File: src/rtl/dpsk_pkg.sv
// rtl/dpsk_pkg.sv - shared types, widths and saturating add for the DPSK receiver
package dpsk_pkg;

  localparam int SAMPLE_W    = 8;
  localparam int PROD_W      = 16;
  localparam int DEF_SYM_LEN = 200;
  localparam int ACC_MAX     = 33;

  typedef enum logic {IDLE, INTEG} state_t;

  typedef struct packed {
    logic                      sat;
    logic signed [ACC_MAX-1:0] sum;
  } sat_t;

  // Adds two sign-extended operands and clamps the result to a w-bit signed range.
  function automatic sat_t sat_add(input logic signed [ACC_MAX-1:0] a,
                                   input logic signed [ACC_MAX-1:0] b,
                                   input int unsigned               w);
    logic signed [ACC_MAX:0] s;
    logic signed [ACC_MAX:0] one;
    logic signed [ACC_MAX:0] hi;
    logic signed [ACC_MAX:0] lo;
    sat_t r;
    one = {{ACC_MAX{1'b0}}, 1'b1};
    s   = {a[ACC_MAX-1], a} + {b[ACC_MAX-1], b};
    hi  = (one <<< (w - 1)) - one;
    lo  = ~hi;
    r.sat = 1'b0;
    r.sum = s[ACC_MAX-1:0];
    if (s > hi) begin
      r.sat = 1'b1;
      r.sum = hi[ACC_MAX-1:0];
    end else if (s < lo) begin
      r.sat = 1'b1;
      r.sum = lo[ACC_MAX-1:0];
    end
    return r;
  endfunction

endpackage

File: src/rtl/dpsk_demod_integrate_dump.sv
// rtl/dpsk_demod_integrate_dump.sv - product stage and saturating integrate-and-dump accumulator
module integrate_dump
  import dpsk_pkg::*;
#(
  parameter int ACC_W = 24
) (
  input  logic                       clk,
  input  logic                       rst_n,
  input  logic signed [SAMPLE_W-1:0] sample,
  input  logic signed [SAMPLE_W-1:0] carrier,
  input  logic                       valid,
  input  logic                       first,
  input  logic                       last,
  output logic signed [ACC_W-1:0]    acc,
  output logic                       done,
  output logic                       ovf
);

  logic signed [PROD_W-1:0]  prod_q;
  logic                      vld_q;
  logic                      first_q;
  logic                      last_q;
  logic signed [ACC_MAX-1:0] acc_ext;
  logic signed [ACC_MAX-1:0] prod_ext;
  sat_t                      add_r;
  logic                      unused_hi;

  assign acc_ext   = ACC_MAX'(acc);
  assign prod_ext  = ACC_MAX'(prod_q);
  assign add_r     = sat_add(acc_ext, prod_ext, ACC_W);
  assign unused_hi = ^{add_r.sum[ACC_MAX-1:ACC_W]};

  always_ff @(posedge clk or negedge rst_n) begin
    if (!rst_n) begin
      prod_q  <= '0;
      vld_q   <= 1'b0;
      first_q <= 1'b0;
      last_q  <= 1'b0;
      acc     <= '0;
      done    <= 1'b0;
      ovf     <= 1'b0;
    end else begin
      prod_q  <= sample * carrier;
      vld_q   <= valid;
      first_q <= valid & first;
      last_q  <= valid & last;
      done    <= vld_q & last_q;
      // A first-tagged product reloads, which also discards any abandoned partial sum.
      if (vld_q) begin
        if (first_q) begin
          acc <= ACC_W'(prod_q);
        end else begin
          acc <= add_r.sum[ACC_W-1:0];
          if (add_r.sat) ovf <= 1'b1;
        end
      end
    end
  end

endmodule

File: src/rtl/dpsk_demod.sv
// rtl/dpsk_demod.sv - coherent 2DPSK receiver: symbol timing, sign decision and differential decode
module dpsk_demod
  import dpsk_pkg::*;
#(
  parameter int SYM_LEN = DEF_SYM_LEN,
  parameter int ACC_W   = 24
) (
  input  logic                       clk,
  input  logic                       rst_n,
  input  logic signed [SAMPLE_W-1:0] rx_in,
  input  logic                       rx_valid,
  input  logic signed [SAMPLE_W-1:0] carrier_in,
  input  logic                       sym_start,
  output logic                       bit_out,
  output logic                       bit_valid,
  output logic signed [ACC_W-1:0]    sym_metric,
  output logic                       locked,
  output logic                       ovf
);

  localparam int CNT_W = $clog2(SYM_LEN);

  state_t                  state;
  logic [CNT_W-1:0]        cnt;
  logic                    prev_d;
  logic                    acc_valid;
  logic                    first;
  logic                    last;
  logic signed [ACC_W-1:0] acc;
  logic                    done;

  // sym_start wins over the natural boundary, so a start on the last sample abandons that symbol.
  always_comb begin
    acc_valid = 1'b0;
    first     = 1'b0;
    last      = 1'b0;
    if (rx_valid) begin
      if (sym_start) begin
        acc_valid = 1'b1;
        first     = 1'b1;
      end else if (state == INTEG) begin
        acc_valid = 1'b1;
        first     = (cnt == '0);
        last      = (cnt == CNT_W'(SYM_LEN - 1));
      end
    end
  end

  always_ff @(posedge clk or negedge rst_n) begin
    if (!rst_n) begin
      state  <= IDLE;
      cnt    <= '0;
      locked <= 1'b0;
    end else if (rx_valid) begin
      if (sym_start) begin
        state  <= INTEG;
        locked <= 1'b1;
        cnt    <= CNT_W'(1);
      end else if (state == INTEG) begin
        cnt <= last ? '0 : cnt + 1'b1;
      end
    end
  end

  integrate_dump #(
    .ACC_W(ACC_W)
  ) u_integrate_dump (
    .clk    (clk),
    .rst_n  (rst_n),
    .sample (rx_in),
    .carrier(carrier_in),
    .valid  (acc_valid),
    .first  (first),
    .last   (last),
    .acc    (acc),
    .done   (done),
    .ovf    (ovf)
  );

  always_ff @(posedge clk or negedge rst_n) begin
    if (!rst_n) begin
      bit_out    <= 1'b0;
      bit_valid  <= 1'b0;
      sym_metric <= '0;
      prev_d     <= 1'b0;
    end else begin
      bit_valid <= done;
      if (done) begin
        bit_out    <= ~acc[ACC_W-1] ^ prev_d;
        prev_d     <= ~acc[ACC_W-1];
        sym_metric <= acc;
      end
    end
  end

endmodule

File: config.mk
export PLATFORM = sky130hd
export DESIGN_NAME = dpsk_demod
export DESIGN_NICKNAME = d
export VERILOG_FILES = /design/src/rtl/dpsk_pkg.sv /design/src/rtl/dpsk_demod_integrate_dump.sv /design/src/rtl/dpsk_demod.sv
export SDC_FILE = /design/constraint.sdc
export NUM_CORES = 1
export LEC_CHECK = 0
export BUFFER_PORTS_ARGS = -buffer_cell sky130_fd_sc_hd__buf_2
export CAP_MARGIN = 20
export CORE_MARGIN = 2
export CORE_UTILIZATION = 40
export CTS_CLUSTER_SIZE = 10
export DETAILED_ROUTE_END_ITERATION = 8
export GPL_TIMING_DRIVEN = 0
export SYNTH_ARGS = -nofsm -noshare
export SYNTH_HDL_FRONTEND = slang
export SYNTH_SLANG_ARGS = --single-unit
File: constraint.sdc
create_clock -name clk -period 2.5 [get_ports clk]
set_input_delay 0.5 -clock clk [delete_from_list [all_inputs] [get_ports clk]]
set_output_delay 0.5 -clock clk [all_outputs]
set_load 0.01 [all_outputs]
==> run_results.csv <==
group,metric,value,unit
status,status,"complete, but fails checks",
status,violations,"negative setup slack",
route,dr.first_iter.drc_count,353,
floorplanning,die_area,0.01851,mm^2
synth,syn-num-nets,844,
sta,final.period_utilization,1.529,
synth,synth_area,0.006975,mm^2
final_layout,final_cells,1045,
clocking,clockBufferDepth,2,
synth,yosysWarnings,0,
synth,ys_seq_area_frac,0.2906,
power_and_ir_drop,power_leakage,4.160,nW
sta,rsz0062_at_grt,"yes",
worst_setup_path,required,2750,ps
power_and_ir_drop,design_power_total,12.97,mW
worst_setup_path,critPathTopFamily,"adder cells",
route,drtAntennaViolNets,0,
route,avgViaCountPerCell,5.254,
sta,hold_viol,0,
global_route,grtUsageTotal,0.1890,
clocking,root_buffer,"clkbuf_16",
sta,slew_headroom,0.4365,
floorplanning,core-area,0.01718,mm^2
global_route,use_met3,0.02983,
route,drt_wl_total,16620,um
worst_setup_path,slowest_delay,510,ps
route,drt_first_pass_iters,5,
global_route,antenna_found_initial,0,
worst_setup_path,path_buf_inv,5,
worst_setup_path,cp_common_cell,"fa_1",
floorplanning,die_y,136.1,um
power_and_ir_drop,powerDensity,1466,mW/mm^2
power_and_ir_drop,ir_worst_vdd,0.0006576,V
sta,fmaxAchievable,261.6,MHz
placed_design,portBuffers,47,
sta,fin_tns_setup,-16720,ps
route,vias,5490,
power_and_ir_drop,power_frac_seq,0.152,
power_and_ir_drop,pwr-share-clk,0.100,
final_layout,final_nets,946,
power_and_ir_drop,p_switching,5.822,mW
final_layout,syn_to_final_growth,26.82,%
floorplanning,placementRows,48,
sta,worst_pin_slew,836.4,ps
worst_setup_path,critPathMaxFanout,3,
floorplanning,die_width,136.1,um
placed_design,placed_cells,986,
clocking,cts_buffers,9,
synth,synth_edf_count,0,
placed_design,globalplace.congestion,0.9532,
global_route,grt_busiest_layer,"met2",
clocking,cts-hold-fix-buffers,0,
floorplanning,pin_count,48,
global_route,grt_max_degree,49,
synth,synth.area.top_cells,"dfrtp_1, fa_1, ha_1",
global_route,met1_usage,0.2420,
clocking,path_clk_slew,70,ps
worst_setup_path,slowest_stage,"fa_1",
synth,synth_seq_cells,81,
sta,drv_slew,0,
sta,period_needed,3823,ps
clocking,clkLatencyLatePin,340,ps
worst_setup_path,start_kind,"input pin",
global_route,grt_overflow,0,
final_layout,diodes,0,
global_route,grt_pass1_wl,27730,um
synth,synth_top_cell_area_share,0.2906,
placed_design,post-dp-hpwl,12170,um
sta,setup_slack,-1323,ps
worst_hold_path,hold_path.class,"in2async",
worst_setup_path,worstSetupPathType,"in2reg",
sta,fin_skew,14.87,ps
clocking,cts.sinks,81,
power_and_ir_drop,comb_power_share,0.748,
power_and_ir_drop,swShare,0.4490,
global_route,use_met2,0.3233,
sta,finalSetupViolations,35,
synth,synth_area_per_cell,9.783,um^2
global_route,first_global_vias,5697,
route,drc,0,
route,wire_per_inst,15.90,um
power_and_ir_drop,p_int,7.144,mW
synth,synth-main-ff-cell,"dfrtp_1",
worst_setup_path,endpoint_kind,"flop",
synth,synthDistinctLibCells,67,
final_layout,utilization,0.5150,
synth,yosysMostFrequentCell,"inv_1",
clocking,cts.htree.levels,3,
synth,async_flop_share,1.000,
clocking,cts_tree,"built",
run,cap_violations,0,
worst_setup_path,arrival,4070,ps
floorplanning,start_util,0.4061,
synth,yosys-top-cells-count,"inv_1, dfrtp_1, nand2_1, fa_1, ha_1",
worst_setup_path,path_cells,"buf_8 -> and2_4 -> fa_1 -> inv_1 -> fa_1 -> inv_1 -> fa_1 -> inv_1 -> fa_1 -> inv_2 -> ha_4 -> o21ai_4 -> a21boi_2 -> o21ai_2 -> a21boi_2 -> o21ai_2 -> a211o_1 -> o211ai_1",
final_layout,drive_gt1_frac,0.3134,
synth,synth_top_area_cell,"dfrtp_1",
synth,syn_inst,713,
==> final cells by class <==
| class | count | area (um^2) |
|---|---|---|
| plain buffers | 16 | 148.9 |
| clock buffers | 10 | 229.0 |
| clock inverters | 6 | 68.82 |
| fillers | 1568 | 8330 |
| inverters | 102 | 382.9 |
| multi-input cells | 514 | 4942 |
| flip-flops and latches | 81 | 2028 |
| well taps | 225 | 281.5 |
| repair buffers | 91 | 764.5 |
==> kinds of logic (layout without fill, tap and decap cells) <==
family,count (synthesis),in the layout,synth area share
and+or+nand+nor,186,186,0.1410
AOI/OAI and AO/OA,157,157,0.1503
buffers and inverters,118,225,0.07372
adders and majority gates,112,112,0.2610
DFF,81,81,0.2906
xor gates and xnor gates,33,33,0.04143
muxes,26,26,0.04197
==> worst paths after layout <==
check,end,slack (ps),start,depth (start not counted)
setup / recovery,u_integrate_dump.prod_q[14],-1320,rx_in[6],18
hold / removal,sym_metric[17],100,rst_n,1
setup reg to reg,u_integrate_dump.acc[15],-310,u_integrate_dump.prod_q[15],12
hold reg to reg,bit_valid,400,u_integrate_dump.done,0
max in group asynchronous,u_integrate_dump.prod_q[15],1790,rst_n,2
min in group clk,bit_valid,400,u_integrate_dump.done,0
==> routing by layer <==
layer | vias to the layer above | wire [um]
li1 | 2621 | -
met1 | 2705 | 7402
met2 | 136 | 8234
met3 | 28 | 656
met4 | 0 | 327
met5 | - | 0
==> flip-flops by register name (all words and copies together), names as in the netlist, 8 cells and up <==
register,count
u_integrate_dump.acc,24
sym_metric,24
u_integrate_dump.prod_q,16
cnt,8
==> metrics by stage <==
stage	cell area [um^2]	hold slack, ps	worst slack (ps)
2_1_floorplan	7116	204.4	-1437
3_3_place_gp	7632	377.1	-1835
4_1_cts	8706	110.3	-1407
5_1_grt	8846	134.2	-1469
6_report	8846	97.79	-1323
3_5_place_dp	7662	384.1	-1905
==> cell usage in the layout, fill, tap and decap left out, types with 10 or more instances in the layout <==
cell / instances
xnor2_1: 21
inv_1: 91
fa_1: 52
nand2_1: 48
inv_2: 11
nand2b_1: 11
buf_4: 38
mux2_2: 26
dfrtp_1: 80
a21oi_2: 22
nor2_1: 22
and2_1: 27
o21ai_0: 37
nand3b_1: 13
a21o_1: 15
ha_1: 36
a21oi_1: 17
xor2_1: 11
clkbuf_16: 10
buf_2: 30
ha_4: 14
buf_6: 17
==> repair_timing <==
| item | CTS | global route |
|---|---|---|
| cloned | 2 | 0 |
| buffers inserted | 38 | 9 |
| endpoints found under the setup margin | 36 | 36 |
| resized for setup | 103 | 28 |
| pin swaps | 56 | 25 |
==> power groups by stage <==
| stage | combinational, mW | sequential [mW] | clock (mW) |
|---|---|---|---|
| after detailed placement | 7.03 | 2.02 | 0 |
| after global routing | 10.5 | 2.01 | 1.40 |
| after CTS | 8.89 | 1.97 | 1.34 |
| final | 9.69 | 1.98 | 1.30 |
| after floorplan | 5.73 | 1.89 | 0 |
| after global placement | 6.88 | 2.01 | 0 |
Power figures use the tool's default switching activity.
